## src/rtl/mem_counter_pkg.sv

```systemverilog
// Shared defaults and helpers for the mem_counter_fifo slice.
// Parity storage is enabled by defining MEM_COUNTER_PARITY_EN.
package mem_counter_pkg;

    localparam int DEF_DATA_W = 8;
    localparam int DEF_DEPTH  = 8;
    localparam int PAR_MAX_W  = 64;

    // Occupancy type for the default geometry; counts 0..DEPTH inclusive.
    typedef logic [$clog2(DEF_DEPTH):0] count_t;

    function automatic int count_w(input int depth);
        return $clog2(depth) + 1;
    endfunction

    // Even parity; zero-extension of narrower words leaves the result unchanged.
    function automatic logic parity(input logic [PAR_MAX_W-1:0] d);
        return ^d;
    endfunction

endpackage

```

## src/rtl/mem_counter_ram.sv

```systemverilog
// Falling-edge storage array: one write port, one registered read port.
// Width is set by the parent (DATA_W, or DATA_W+1 with MEM_COUNTER_PARITY_EN).
module mem_counter_ram #(
    parameter int WIDTH  = 8,
    parameter int DEPTH  = 8,
    parameter int ADDR_W = $clog2(DEPTH)
) (
    input  logic              clock,
    input  logic              rst,
    input  logic              we,
    input  logic [ADDR_W-1:0] waddr,
    input  logic [WIDTH-1:0]  wdata,
    input  logic              re,
    input  logic [ADDR_W-1:0] raddr,
    output logic [WIDTH-1:0]  rdata
);

    logic [WIDTH-1:0] mem [DEPTH];

    always_ff @(negedge clock) begin
        if (we)
            mem[waddr] <= wdata;
    end

    // Read register clears on reset so the FIFO output starts at zero.
    always_ff @(negedge clock) begin
        if (rst)
            rdata <= '0;
        else if (re)
            rdata <= mem[raddr];
    end

endmodule

```

## src/rtl/mem_counter_fifo.sv

```systemverilog
// DEPTH x DATA_W FIFO with address counters, occupancy, full/empty and sticky errors.
// Optional per-word even parity is enabled by defining MEM_COUNTER_PARITY_EN.
module mem_counter_fifo
    import mem_counter_pkg::*;
#(
    parameter int DATA_W = DEF_DATA_W,
    parameter int DEPTH  = DEF_DEPTH,
    parameter int ADDR_W = $clog2(DEPTH)
) (
    input  logic              clock,
    input  logic              Reset,
    input  logic              WrEn,
    input  logic [DATA_W-1:0] DataIn,
    input  logic              RdEn,
    output logic [DATA_W-1:0] Dout,
    output logic              DoutValid,
    output logic [ADDR_W-1:0] WrAddr,
    output logic [ADDR_W-1:0] RdAddr,
    output logic [ADDR_W:0]   Count,
    output logic              Full,
    output logic              Empty,
    output logic              OvfErr,
    output logic              UdfErr,
    output logic              ParityErr
);

    localparam int CNT_W = count_w(DEPTH);

`ifdef MEM_COUNTER_PARITY_EN
    localparam int MEM_W = DATA_W + 1;
`else
    localparam int MEM_W = DATA_W;
`endif

    logic             push_ok;
    logic             pop_ok;
    logic [MEM_W-1:0] wdata;
    logic [MEM_W-1:0] rdata;

    assign Full    = (Count == CNT_W'(DEPTH));
    assign Empty   = (Count == '0);
    assign push_ok = WrEn && !Full;
    assign pop_ok  = RdEn && !Empty;

`ifdef MEM_COUNTER_PARITY_EN
    assign wdata     = {parity(PAR_MAX_W'(DataIn)), DataIn};
    assign ParityErr = rdata[DATA_W] ^ parity(PAR_MAX_W'(rdata[DATA_W-1:0]));
`else
    assign wdata     = DataIn;
    assign ParityErr = 1'b0;
`endif

    assign Dout = rdata[DATA_W-1:0];

    // Write is gated by Reset so an in-flight push on the reset edge is discarded.
    mem_counter_ram #(
        .WIDTH (MEM_W),
        .DEPTH (DEPTH),
        .ADDR_W(ADDR_W)
    ) u_ram (
        .clock(clock),
        .rst  (Reset),
        .we   (push_ok && !Reset),
        .waddr(WrAddr),
        .wdata(wdata),
        .re   (pop_ok),
        .raddr(RdAddr),
        .rdata(rdata)
    );

    always_ff @(negedge clock) begin
        if (Reset) begin
            WrAddr    <= '0;
            RdAddr    <= '0;
            Count     <= '0;
            DoutValid <= 1'b0;
            OvfErr    <= 1'b0;
            UdfErr    <= 1'b0;
        end else begin
            DoutValid <= pop_ok;
            if (push_ok)
                WrAddr <= WrAddr + 1'b1;
            if (pop_ok)
                RdAddr <= RdAddr + 1'b1;
            if (push_ok && !pop_ok)
                Count <= Count + 1'b1;
            else if (pop_ok && !push_ok)
                Count <= Count - 1'b1;
            if (WrEn && Full)
                OvfErr <= 1'b1;
            if (RdEn && Empty)
                UdfErr <= 1'b1;
        end
    end

endmodule
```

## config.mk

```make
export PLATFORM = sky130hd
export DESIGN_NAME = mem_counter_fifo
export DESIGN_NICKNAME = d
export VERILOG_FILES = /design/src/rtl/mem_counter_pkg.sv /design/src/rtl/mem_counter_ram.sv /design/src/rtl/mem_counter_fifo.sv
export SDC_FILE = /design/constraint.sdc
export NUM_CORES = 1
export LEC_CHECK = 0
export BUFFER_PORTS_ARGS = -buffer_cell sky130_fd_sc_hd__buf_4
export CAP_MARGIN = 20
export CORE_ASPECT_RATIO = 1.2
export CORE_MARGIN = 2
export CORE_UTILIZATION = 40
export CTS_CLUSTER_DIAMETER = 80
export CTS_CLUSTER_SIZE = 30
export DETAILED_ROUTE_END_ITERATION = 8
export GPL_TIMING_DRIVEN = 0
export MAX_ROUTING_LAYER = met4
export SLEW_MARGIN = 25
export SYNTH_ARGS = -nofsm -noshare
export SYNTH_HDL_FRONTEND = slang
export SYNTH_SLANG_ARGS = --single-unit
```

## constraint.sdc

```tcl
create_clock -name clock -period 8.15 [get_ports clock]
set_clock_uncertainty 0.15 [all_clocks]
set_input_delay 0.815 -clock clock [delete_from_list [all_inputs] [get_ports clock]]
set_output_delay 0.815 -clock clock [all_outputs]
set_load 0.01 [all_outputs]
```

==> run metrics <==
Max IR drop VDD 0.00009492 V; EDFF count, synth 64; unrepaired setup endpoints after global routing false; sequential share of the synthesized area 70.14%; worst path bufs/invs 4; largest net degree at the start of global routing 17; depth of the CTS H-tree 3; Routed WL per cell 14.60 um; most common cell in the synthesized netlist edfxtp_1; synthesized area per cell 16.70 um^2; internal power 890.3 uW; type of origin of the critical path primary input; die height 104.1 um; Vias 2,096; total clock sinks 85; hold endpoint UdfErr$_SDFFE_NP0P_; hold path cells 2; Setup Crit Path Kind in2reg; Mapped Area 3339 um^2; core area 8108 um^2; status completed; first-pass GRT wire length 10,120 um; die boundary width 87.41 um; GP Congestion 0.7127; crit-path cells buf_4 -> o41a_1 -> buf_2 -> inv_1 -> ha_1 -> inv_1 -> ha_1 -> a21oi_1 -> a211oi_1 -> a31oi_1 -> mux2_2; Stages on worst setup path 11; R2R Path Start Count[0]$_SDFFE_NP0P_; clock root cell clkbuf_8; post-CTS repair timing setup buffer count 0; MaxCap Viol Count 0; worst path arrival time 2.90 ns; crit end category flop; Area Growth Syn to Fin 27.95%; clk buf depth 2; IO buf count 34; Filler cells 732; DIE AREA 9099 um^2; CTS tree yes; net count after synthesis 218; initial drt markers 72; cell family with most CP delay compound AO/OA/AOI/OAI gates; initial antenna violation count 0; FFs w/ async S/R, synth 0%; hold_sp UdfErr$_SDFFE_NP0P_; ANT nets after route 0; ratio of cells with drive above 1 in the final layout 25.89%; HPWL Detailed 4038 um; layout net count 349; vias in the first global route 2,236; Antenna Cells 0; Synth cell types 33; worst r2r dst Count[3]$_SDFFE_NP0P_; YS warnings 0; worst slew pin tran 0.9338 ns; top area cells in the synthesized netlist edfxtp_1 (58%), dfxtp_1 (13%), mux4_2 (11%); Detailed Routing Iterations Pass 1 4; net load switching power 459.8 uW; clock-pin slew on the worst setup and hold paths 0.04 ns; most frequent cells after synthesis edfxtp_1 (64), nor2_1 (29), dfxtp_1 (21), mux4_2 (16); Net Sw Frac 34.06%; setup TNS 0 ns; number of synthesized register bits 85; Critical-path top delay cell mux2_2; Ports 36; Comb power frac 24.6%; worst skew pair latency 0.39 ns; Leak 1.844 nW; R2R Setup Slk 5.28 ns; Max Slew Vio Count 0; post-CTS sizing 0; Residual DRC 0; CP required 4.20 ns; Mapped Cells 200; GRT overflow 0; Synth top area share 57.55%; register share of total power 40.6%; max_slew headroom 37.52%; ys flop type edfxtp_1; CTS Buf Count 9; Reg2Reg Depth 10; Hold WS 0.3161 ns; CP max stage delay 0.35 ns; final setup vio count 0; Pwr Density 316.0 nW/um^2; worst-path fanout max 10; Initial Utilization 41.19%; CTS Hold Bufs 0; Hold WC Path Type reg2reg; post-synth top area cell edfxtp_1; Routed WL 6293 um; Site Rows 36; Clk pwr share 34.9%; GRT Resource Usage Total 15.66%; DR vias/cell 4.863; final hold violation count 0
-- cell type report --
class / instances / area (um^2) / area share, %
clock buffers: 9 / 123.9 / 2.899
repair buffers: 36 / 270.3 / 6.325
clock inverters: 92 / 414.1 / 9.693
inverters: 2 / 7.507 / 0.1757
multi-input cells: 102 / 938.4 / 21.96
well taps: 95 / 118.9 / 2.782
plain buffers: 10 / 57.56 / 1.347
flip-flops and latches: 85 / 2342 / 54.82
-- sequential cells by signal, summed over array words and instances, names as in the netlist --
signal	count
Count	4
DoutValid	1
OvfErr	1
RdAddr	3
UdfErr	1
WrAddr	3
u_ram.mem	64
u_ram.rdata	8
-- worst min-delay path, stage by stage, from the launching register on --
cell,delay [ns]
dfxtp_1,0.32
a21oi_1,0.04
nor2_1,0.07
-- power by group through the flow --
stage	clock, mW	combinational (mW)	sequential, mW
after CTS	0.494	0.339	0.548
after floorplan	0.0630	0.211	0.565
after detailed placement	0.0630	0.339	0.554
final	0.471	0.332	0.548
after global placement	0.0630	0.331	0.554
after global routing	0.546	0.366	0.553
-- how the worst max path moves through the flow --
stage / end / from / slack, ns
2_1_floorplan: Count[3]$_SDFFE_NP0P_ / RdEn / 1.21
3_3_place_gp: Count[3]$_SDFFE_NP0P_ / RdEn / 0.87
3_5_place_dp: Count[3]$_SDFFE_NP0P_ / RdEn / 0.86
4_1_cts: Count[3]$_SDFFE_NP0P_ / RdEn / 1.29
5_1_grt: Count[3]$_SDFFE_NP0P_ / RdEn / 1.12
6_report: Count[3]$_SDFFE_NP0P_ / RdEn / 1.30
-- cell usage in the layout (no fill, tap or decap), types with 3 or more instances in the layout --
master     n
edfxtp_1  64
clkbuf_8   9
dfxtp_1   21
inv_1     87
nor2_1    29
xnor2_1    3
nand2_1    4
buf_4     38
nor3_2    10
o22ai_1    8
nand2b_1   4
inv_8      3
xor2_1     3
a21oi_1    4
mux4_2    16
buf_2      3
ha_1       5
mux2i_1    3
-- kinds of logic (layout without fill, tap and decap cells) --
kind of cell / Yosys count / after routing / share of synthesized area [%]
XOR/XNOR: 6 / 6 / 1.574
buffers and inverters: 13 / 149 / 2.060
AND/OR/NAND/NOR: 54 / 54 / 8.767
AO/OA/AOI/OAI: 15 / 15 / 2.848
multiplexers: 20 / 20 / 12.03
flip-flops: 85 / 85 / 70.14
other: 1 / 1 / 0.1123
adder cells (fa/ha/maj): 6 / 6 / 2.473
-- metrics by stage --
stage	cell area, um^2	instances	worst slack (ns)	total power, mW	util [%]
3_3_place_gp	3714	329	0.8721	0.9483	45.80
5_1_grt	4273	431	1.119	1.465	52.70
4_1_cts	4273	431	1.285	1.382	52.70
2_1_floorplan	3339	200	1.211	0.8390	-
3_5_place_dp	3739	331	0.8646	0.9559	46.11
6_report	4273	431	1.300	1.350	52.70
-- layer usage --
metal,GRT usage (%),wire length (um)
met4,10.44,93
met1,14.45,2430
met3,7.857,311
met5,-,0
met2,24.78,3459
Power figures use the tool's default switching activity.
